==> config.mk <==
export PLATFORM = sky130hd
export DESIGN_NAME = obi_axi_instr_bridge
export DESIGN_NICKNAME = d
export VERILOG_FILES = /design/src/rtl/soc_bus_pkg.sv /design/src/rtl/obi_axi_instr_bridge.sv
export SDC_FILE = /design/constraint.sdc
export NUM_CORES = 1
export LEC_CHECK = 0
export ABC_AREA = 1
export BUFFER_PORTS_ARGS = -buffer_cell sky130_fd_sc_hd__buf_4
export CORE_ASPECT_RATIO = 1.25
export CORE_MARGIN = 10
export CORE_UTILIZATION = 48
export DETAILED_ROUTE_END_ITERATION = 10
export HOLD_SLACK_MARGIN = 0.05
export PLACE_DENSITY = 0.88
export SYNTH_ARGS = -nofsm -noshare
export SYNTH_HDL_FRONTEND = slang
export SYNTH_SLANG_ARGS = --single-unit
==> constraint.sdc <==
create_clock -name clk -period 3 [get_ports clk]
set_input_delay 0.45 -clock clk [delete_from_list [all_inputs] [get_ports clk]]
set_output_delay 0.45 -clock clk [all_outputs]
set_load 0.01 [all_outputs]
==> src/rtl/soc_bus_pkg.sv <==
// Shared bus definitions for the instruction-side fabric: bridge state encoding,
// the data word returned on a fetch error, and the address regions the decoder uses.
package soc_bus_pkg;

  typedef enum logic [1:0] {
    IDLE = 2'd0,
    ADDR = 2'd1,
    RESP = 2'd2
  } instr_bridge_state_e;

  localparam logic [31:0] INSTR_ERR_RDATA = 32'h0000_0000;

  // Compared against address bits [31:20]
  localparam logic [11:0] ROM_REGION  = 12'h000;
  localparam logic [11:0] IRAM_REGION = 12'h001;

endpackage

==> src/rtl/obi_axi_instr_bridge.sv <==
// CV32E40P OBI instruction fetch to single-outstanding AXI-Lite read master.
// Define INSTR_BRIDGE_TIMEOUT_EN to turn fetches that never get an R beat into OBI error responses.
module obi_axi_instr_bridge
  import soc_bus_pkg::*;
#(
  parameter int TIMEOUT_CYCLES = 256
) (
  input  logic        clk,
  input  logic        rst_n,
  input  logic        instr_req_i,
  input  logic [31:0] instr_addr_i,
  output logic        instr_gnt_o,
  output logic        instr_rvalid_o,
  output logic [31:0] instr_rdata_o,
  output logic        instr_err_o,
  output logic [31:0] m_araddr,
  output logic        m_arvalid,
  input  logic        m_arready,
  input  logic [31:0] m_rdata,
  input  logic        m_rvalid,
  output logic        m_rready
);

  if (TIMEOUT_CYCLES < 2) begin : g_bad_timeout
    $error("obi_axi_instr_bridge: TIMEOUT_CYCLES must be at least 2");
  end

  instr_bridge_state_e r_state;
  logic [31:0]         r_araddr;
  logic                r_arvalid;
  logic                r_rready;
  logic                r_rvalid;
  logic [31:0]         r_rdata;
  logic                w_expire;
  logic                w_finish;

`ifdef INSTR_BRIDGE_TIMEOUT_EN
  localparam int CNT_W = $clog2(TIMEOUT_CYCLES + 1);

  logic [CNT_W-1:0] r_cnt;
  logic             r_err;

  // Expires on the edge where the count would reach TIMEOUT_CYCLES; a real beat wins.
  assign w_expire = (r_state == RESP) && !m_rvalid &&
                    (r_cnt == CNT_W'(TIMEOUT_CYCLES - 1));

  always_ff @(posedge clk or negedge rst_n) begin
    if (!rst_n) begin
      r_cnt <= '0;
      r_err <= 1'b0;
    end else begin
      if (r_state == ADDR && m_arready) begin
        r_cnt <= '0;
      end else if (r_state == RESP && !m_rvalid && !w_expire) begin
        r_cnt <= r_cnt + CNT_W'(1);
      end
      if (r_state == RESP && m_rvalid) begin
        r_err <= 1'b0;
      end else if (w_expire) begin
        r_err <= 1'b1;
      end
    end
  end

  assign instr_err_o = r_err;
`else
  assign w_expire    = 1'b0;
  assign instr_err_o = 1'b0;
`endif

  assign w_finish = (r_state == RESP) && (m_rvalid || w_expire);

  always_ff @(posedge clk or negedge rst_n) begin
    if (!rst_n) begin
      r_state   <= IDLE;
      r_araddr  <= '0;
      r_arvalid <= 1'b0;
      r_rready  <= 1'b0;
      r_rvalid  <= 1'b0;
      r_rdata   <= '0;
    end else begin
      r_rready <= 1'b1;
      r_rvalid <= 1'b0;
      case (r_state)
        IDLE: begin
          if (instr_req_i) begin
            r_araddr  <= {instr_addr_i[31:2], 2'b00};
            r_arvalid <= 1'b1;
            r_state   <= ADDR;
          end
        end
        ADDR: begin
          // R beats seen here belong to no open fetch and are dropped.
          if (m_arready) begin
            r_arvalid <= 1'b0;
            r_state   <= RESP;
          end
        end
        RESP: begin
          if (w_finish) begin
            r_rvalid <= 1'b1;
            r_rdata  <= m_rvalid ? m_rdata : INSTR_ERR_RDATA;
            if (instr_req_i) begin
              r_araddr  <= {instr_addr_i[31:2], 2'b00};
              r_arvalid <= 1'b1;
              r_state   <= ADDR;
            end else begin
              r_state <= IDLE;
            end
          end
        end
        default: begin
          r_arvalid <= 1'b0;
          r_state   <= IDLE;
        end
      endcase
    end
  end

  assign instr_gnt_o    = r_arvalid && m_arready;
  assign instr_rvalid_o = r_rvalid;
  assign instr_rdata_o  = r_rdata;
  assign m_araddr       = r_araddr;
  assign m_arvalid      = r_arvalid;
  assign m_rready       = r_rready;

endmodule
==> run metrics, run 1 <==
startpoint types=register; fin. max-slew vios=0; CTS Buf Count=9; r2r worst-path depth=5; Via Count=2332; Lkg Pwr=0.00220 µW; Clk Latency, worst-skew pair=0.33 ns; PD cells=981 mW/mm²; number of I/O port buffers=132; Initial Utilization=0.491; root buffer selected by CTS=clkbuf_8; gp weighted congestion=0.746; post-DR wirelength/cell=14.7 µm; critical path class=register to register; Syn Area/Cell=8.96 µm²; FF/Latch Area=0.00168 mm²; nets=495; Worst Tran Pin Value=0.815 ns; Finished Core Util=0.703; Post-synth EDFFs=0; CP arrival=2.25 ns; Synth Flop Type=dfrtp_1; Yosys top cell area share=0.632; Die W=86.5 µm; max-capacitance violation count=0; DRT iter0 DRCs=103; first-pass GRT wire length=11300 µm; ant diodes=0; multi-input logic area=825 µm²; most common cell in the netlist=nand2_1; drt total wl=7260 µm; Core Region=0.00541 mm²; unrepaired setup endpoints after global routing=false; initial antenna violation count=0; reg2reg start=r_state[0]; vias in the first global route=2336; cts hold-fix bufs=0; maximum number of pins on one net before global-route repair=68; reg2reg end=instr_rdata_o[13]; area leader, netlist=dfrtp_1; Area Overhead vs Synth=43.3%; CTS sink cnt=67; H-tree depth=3; Via density=4.72; Peak VDD IR=0.000527 V; Die Span Y=103 µm; Rel. slew slack=0.457; DRC viols=0; Sum Neg Setup Slack=0 ns; final setup fails=0; Hold WC Path Type=primary input to asynchronous set/reset pin; Die Footprint=0.00892 mm²; Post-synth top cells=nand2_1 (164), dfrtp_1 (67), nand3_1 (34), buf_2 (9), buf_4 (6); CTS clk-pin slew, worst paths=0.07 ns; Yosys reg bits=67; DR pass1 iterations=5; crit end category=register; Seq/Total Area, Yosys=0.632; Yosys cell types=11; clock buffer depth=2; Fin. Hold Viols=0; postcts setup bufs=0; WP data required=3.26 ns; share of cells above drive strength 1=0.356; Synth async-reset ratio=1.00; fillcell total=410; worst clock skew=0.00680 ns; YS warnings=0; f_max=0.502 GHz; outcome=finished clean; instance count of the mapped netlist=296; Tcrit/Tclk final=0.664; TritonCTS clock tree=yes; flop2flop setup slack=1.01 ns; post-route minimum period=1.99 ns; Worst Path Max Fanout=33; GRT Residual Overflow=0; I/O pins=138; Resize count post-CTS=0; all-layer global routing usage=0.160; Tot Pwr=3730 µW; Post-Syn Area=0.00265 mm²; Final ANT Viol Nets=0; largest cells by area after synthesis=dfrtp_1 (63%), nand2_1 (23%), nand3_1 (6.4%), buf_2 (1.7%), buf_4 (1.7%); Final HPWL DP=5530 µm; Row Count=30
metal layers:
metal	track usage	wire, µm	part of all wire	vias to the layer above
met3	0.0909	954	0.13	14
met2	0.261	3580	0.49	94
met1	0.162	2610	0.36	1064
li1	-	-	-	1160
met4	0.0749	119	0.016	0
met5	0	0	0	-
cells in the final DEF, fill, tap and decap left out:
master,n
nand3_1,34
conb_1,4
dfrtp_1,67
nor2_2,1
clkinv_2,2
nand2_1,164
inv_2,2
nand3_2,1
clkbuf_1,1
inv_1,5
clkbuf_8,12
buf_4,135
nor2_1,2
kinds of logic (layout without fill, tap and decap cells):
family / Yosys count / in the layout / share of synthesized area
buffers and inverters: 25 / 157 / 0.0608
DFF: 67 / 67 / 0.632
other: 2 / 4 / 0.00283
and+or+nand+nor: 202 / 202 / 0.304
final cells by class:
class / instances / share of cell area
timing repair buffer: 135 / 0.267
clock buffer: 13 / 0.0445
clock inverter: 2 / 0.00263
tap: 64 / 0.0211
multi-input combinational: 206 / 0.217
sequential: 67 / 0.441
inverter: 7 / 0.00691
per-stage QoR:
stage	setup WS, ns	hold WS (ns)	cells	area, µm²
after floorplan	1.90	0.154	298	2660
after global placement	0.993	0.456	479	3620
after detailed placement	0.947	0.459	479	3620
after CTS	0.972	0.240	494	3800
after global routing	0.780	0.265	494	3800
final	1.01	0.196	494	3800
where the power goes:
group | leakage (µW) | total (µW) | internal, µW | switching (µW)
Clock | 0.0000953 | 669 | 361 | 309
Combinational | 0.00128 | 1510 | 738 | 774
Sequential | 0.000833 | 1550 | 1310 | 236
Total | 0.00220 | 3730 | 2410 | 1320
critical path: stages (launching register included):
cell and delay, ns:
dfrtp_1 0.44, inv_2 0.09, nand3_2 0.51, inv_2 0.67, nand2_1 0.11, nand2_1 0.09
flip-flops by register name (all words and copies together) (netlist names):
name,flops
instr_rdata_o,32
instr_rvalid_o,1
m_araddr,30
m_arvalid,1
m_rready,1
r_state,2
how the worst max path moves through the flow:
stage / to / slack [ns] / depth (start not counted) / from
after floorplan: m_araddr[10] / 1.90 / 6 / instr_req_i
after detailed placement: instr_rdata_o[13] / 0.95 / 5 / m_rvalid
after CTS: instr_rdata_o[15] / 0.97 / 5 / r_state[0]
final: instr_rdata_o[13] / 1.01 / 5 / r_state[0]
after global placement: instr_rdata_o[13] / 0.99 / 5 / m_rvalid
after global routing: instr_rdata_o[12] / 0.78 / 5 / r_state[0]
Power figures use the tool's default switching activity.
==> run 2, diff against run 1 <==
- CORE_UTILIZATION: 48 -> 45
- PLACE_DENSITY: 0.88 -> 0.84
- clock period: 3 -> 1.9 ns (I/O delays scaled with it)
==> run 2 against run 1 <==
Against the previous run: critical path depth fell by 2; clock skew fell by 0.00056 ns; design area rose by 1.5%; via count fell by 0.21%; utilization fell by 3.5 points.
==> run metrics, run 2 (synthesis gave the netlist of run 1 again) <==
post-route minimum period=1.29 ns; cts hold-fix bufs=0 (unchanged); final setup fails=0 (unchanged); commonest non-fill, non-tap cell in the layout=nand2_1; commonest cells after routing, fill and taps aside=nand2_1 (164), buf_4 (136), dfrtp_1 (67); all-layer global routing usage=0.158 (-0.00214); Final HPWL DP=5430 µm (-1.8%); initial antenna violation count=0 (unchanged); vias in the first global route=2432 (+4.1%); first-pass GRT wire length=11800 µm (+3.9%); f_max=0.776 GHz; Worst Path Max Fanout=4 (-88%); Die Footprint=0.00938 mm² (+5.2%); nets=496 (+0.20%); crit end category=primary output; Core Region=0.00578 mm² (+6.9%); ant diodes=0 (unchanged); post-DR wirelength/cell=14.7 µm (+0.14%); worst clock skew=0.00624 ns (-0.000564 ns); postcts setup bufs=0 (unchanged); TritonCTS clock tree=yes; max-capacitance violation count=0 (unchanged); H-tree depth=3 (unchanged); CP arrival=1.00 ns (-1.25 ns); Final ANT Viol Nets=0 (unchanged); Peak VDD IR=0.000742 V (+41%); CTS Buf Count=9 (unchanged); Via Count=2327 (-0.21%); r2r worst-path depth=5 (unchanged); gp weighted congestion=0.736 (-1.3%); Tcrit/Tclk final=0.679; PD cells=1590 mW/mm² (+62%); Clk Latency, worst-skew pair=0.33 ns (about the same); reg2reg start=r_state[0]; GRT Residual Overflow=0 (unchanged); Area Overhead vs Synth=45.5%; DRT iter0 DRCs=143 (+39%); number of I/O port buffers=132 (unchanged); flop2flop setup slack=0.64 ns (-0.37 ns); fin. max-slew vios=0 (unchanged); reg2reg end=instr_rdata_o[16]; Die Span Y=106 µm (+2.6%); Critical Path Source=m_arvalid; share of cells above drive strength 1=0.359 (+0.00298); Sum Neg Setup Slack=0 ns (unchanged); Row Count=31 (+3.3%); hold_ws=0.0547 ns (-0.141 ns); Largest register FFs=32 (unchanged); Finished Core Util=0.668 (-0.0353); Worst Tran Pin Value=0.820 ns (+0.00511 ns); WP data required=1.62 ns (-1.64 ns); outcome=finished clean; Resize count post-CTS=0 (unchanged); Lkg Pwr=0.00223 µW (+0.98%); root buffer selected by CTS=clkbuf_8; Initial Utilization=0.459 (-0.0318); I/O pins=138 (unchanged); Fin. Hold Viols=0 (unchanged); CTS clk-pin slew, worst paths=0.07 ns (about the same); Rel. slew slack=0.453 (-0.00341); Via density=4.67 (-1.0%); drt total wl=7330 µm (+0.95%); clock buffer depth=2 (unchanged); CTS sink cnt=67 (unchanged); maximum number of pins on one net before global-route repair=68 (unchanged); DRC viols=0 (unchanged); startpoint types=register; critical path class=register to primary output; DR pass1 iterations=4 (-1); Tot Pwr=6150 µW (+65%); Die W=88.7 µm (+2.5%); Hold WC Path Type=primary input to asynchronous set/reset pin; unrepaired setup endpoints after global routing=false; Setup crit end=instr_gnt_o
## run 2: changes by cell type in the layout (fill, tap and decap cells not counted)
cell        delta
clkinv_2       -1
bufinv_16      +2
clkinvlp_4     +1
clkbuf_8       -1
buf_4          +1
## run 2: per-layer routing
| metal | wire [µm] | up-vias | global-route usage |
|---|---|---|---|
| met1 | 3000 | 1056 | 0.187 |
| met3 | 735 | 7 | 0.0624 |
| met2 | 3530 | 101 | 0.250 |
| met4 | 72 | 0 | 0.0567 |
| met5 | 0 | - | 0 |
| li1 | - | 1163 | - |
## run 2: worst min-delay path by stage
stage                       end  cells past startpoint
6_report           m_araddr[19]                      1
5_1_grt            m_araddr[19]                      1
4_1_cts        instr_rdata_o[9]                      1
3_5_place_dp   instr_rdata_o[9]                      1
3_3_place_gp   instr_rdata_o[9]                      1
2_1_floorplan  instr_rdata_o[0]                      0
## run 2: cell type report
class,instances,area (µm²)
Clock buffer,12,155
Clock inverter,4,72.6
Fill cell,485,1920
Inverter,7,26.3
Multi-Input combinational cell,206,825
Sequential cell,67,1680
Tap cell,66,82.6
Timing Repair Buffer,136,1020
## run 2: worst max-delay path, stage by stage (launching register included)
cell and delay, ns:
dfrtp_1 0.42, nand2_1 0.08, inv_1 0.04, buf_4 0.13
## run 2: through the flow
stage / cells / instance area, µm² / setup slack (ns)
floorplan: 298 / 2660 / 0.840
global placement: 482 / 3630 / 0.678
detailed placement: 482 / 3630 / 0.622
CTS: 498 / 3860 / 0.599
global route: 498 / 3860 / 0.516
finish: 498 / 3860 / 0.611
## run 2: power by group
group | total [µW] | switching (µW) | internal, µW
sequential | 2430 | 364 | 2070
clock | 1320 | 510 | 809
combinational | 2400 | 1230 | 1170
total | 6150 | 2100 | 4050
==> run 3, diff against run 2 <==
- CORE_UTILIZATION: 45 -> 40
- PLACE_DENSITY: 0.84 -> 0.79
- clock period: 1.9 -> 1.18 ns (I/O delays scaled with it)
==> run 3 against run 2 <==
Against the previous run: die area up 9.8%; sequential power grew 62%; clock skew up 0.0022 ns; non-clock buffer count is 43 higher; combinational power is 75% higher; register-to-register slack got worse by 0.56 ns; worst hold slack improved by 0.0098 ns; via count up 11%; design area increased by 12%; largest power group is now combinational logic.
==> run metrics, run 3 (synthesis gave the netlist of run 1 again) <==
Fin. Hold Viols=0 (unchanged); nets=539 (+8.7%); Row Count=33 (+6.5%); Clk Latency, worst-skew pair=0.33 ns (about the same); Placed Area=0.00377 mm² (+3.9%); CTS clk-pin slew, worst paths=0.07 ns (about the same); outcome=finished clean; max-capacitance violation count=0 (unchanged); CTS sink cnt=67 (unchanged); Die W=92.8 µm (+4.7%); share of cells above drive strength 1=0.347 (-0.0114); number of I/O port buffers=132 (unchanged); all-layer global routing usage=0.156 (-0.00137); Die Span Y=111 µm (+4.9%); startpoint types=register; Tcrit/Tclk final=0.986; H-tree depth=3 (unchanged); Net Sw Frac=0.356 (+0.0146); Final ANT Viol Nets=0 (unchanged); Non-Filler Instances=562 (+13%); WP data required=1.00 ns (-0.62 ns); commonest non-fill, non-tap cell in the layout=nand2_1; final non-filler cell area=0.00432 mm² (+12%); CP arrival=0.99 ns (about the same); placed cell count=510 (+5.8%); PD cells=2270 mW/mm² (+43%); maximum number of pins on one net before global-route repair=33 (-51%); Finished Core Util=0.662 (-0.00580); Lkg Pwr=0.00241 µW (+8.2%); Via density=4.60 (-1.6%); gp weighted congestion=0.755 (+2.6%); root buffer selected by CTS=clkbuf_8; post-DR wirelength/cell=14.8 µm (+0.36%); worst clock skew=0.00844 ns (+0.00220 ns); combinational group share of total power=0.427 (+0.037); hold_ws=0.0645 ns (+0.00983 ns); TritonCTS clock tree=yes; critical path class=register to primary output; CTS Buf Count=9 (unchanged); f_max=0.859 GHz; Peak VDD IR=0.00114 V (+54%); Initial Utilization=0.407 (-0.0524); initial antenna violation count=0 (unchanged); drt total wl=8300 µm (+13%); DR pass1 iterations=4 (unchanged); Hold WC Path Type=primary input to register; Core Region=0.00652 mm² (+13%); DRC viols=0 (unchanged); NetSw=3500 µW (+66%); clock network power share=0.172 (-0.042); I/O pins=138 (unchanged); vias in the first global route=2562 (+5.3%); clock buffer depth=2 (unchanged); DRT iter0 DRCs=128 (-10%); crit end category=primary output; Die Footprint=0.0103 mm² (+9.8%); ant diodes=0 (unchanged); GRT Residual Overflow=0 (unchanged); setup ws final=0.0163 ns (-0.594 ns); commonest cells after routing, fill and taps aside=nand2_1 (164), buf_4 (139), dfrtp_1 (66); Worst Path Max Fanout=3 (-1); pre-CTS setup slack=0.0245 ns (-0.597 ns); Final HPWL DP=5690 µm (+4.8%); first-pass GRT wire length=13000 µm (+10%); fin. max-slew vios=0 (unchanged); Area Overhead vs Synth=62.8%; Largest register FFs=32 (unchanged); post-route minimum period=1.16 ns; Via Count=2583 (+11%); final setup fails=0 (unchanged); Seq pwr share=0.401 (+0.005); Int Power=6320 µW (+56%); unrepaired setup endpoints after global routing=true
run 3: final timing paths:
kind	from	endpoint	slack (ns)	depth (start not counted)
worst max register to register	r_state[0]	m_araddr[14]	0.08	5
worst max-delay path	m_arvalid	instr_gnt_o	0.02	3
worst min-delay path	instr_addr_i[10]	m_araddr[10]	0.06	3
min in group asynchronous	rst_n	instr_rdata_o[26]	0.29	2
max in group asynchronous	rst_n	instr_rdata_o[4]	0.41	3
worst min register to register	m_araddr[10]	m_araddr[10]	0.47	2
run 3: through the flow:
step	power (µW)	TNS, ns
finish	9820	0
global route	10500	-0.0525
floorplan	5680	0
detailed placement	8020	0
CTS	9860	0
global placement	7890	0
run 3: layout make-up:
class                           instances  area (µm²)
Clock inverter                          4        25.0
Clock buffer                           12         155
Inverter                                7        26.3
Fill cell                             512        2210
Tap cell                               87         109
Sequential cell                        67        1680
Timing Repair Buffer                  179        1500
Multi-Input combinational cell        206         830
run 3: timing repair:
item                       4_1_cts  5_1_grt
setup endpoints to repair        1       34
hold endpoints to repair        59        0
pin swaps                        0        1
buffers inserted                 1        1
gates resized for setup          0        3
hold buffers                    34        0
run 3: per-layer routing:
layer  wire length, µm  GRT usage
met2              4140      0.257
met3               707     0.0671
met1              3280      0.176
met4               169     0.0526
met5                 0          0
run 3: critical path, cell delays in order (launching register included):
cell and delay [ns]:
dfrtp_1 0.41, nand2_1 0.08, inv_1 0.06, buf_6 0.12
run 3: power groups by stage:
stage	clock [µW]	sequential, µW	combinational (µW)
finish	1690	3930	4200
detailed placement	0	3940	4080
global placement	0	3900	3990
floorplan	0	4400	1280
global route	1860	4050	4610
CTS	1740	3910	4210
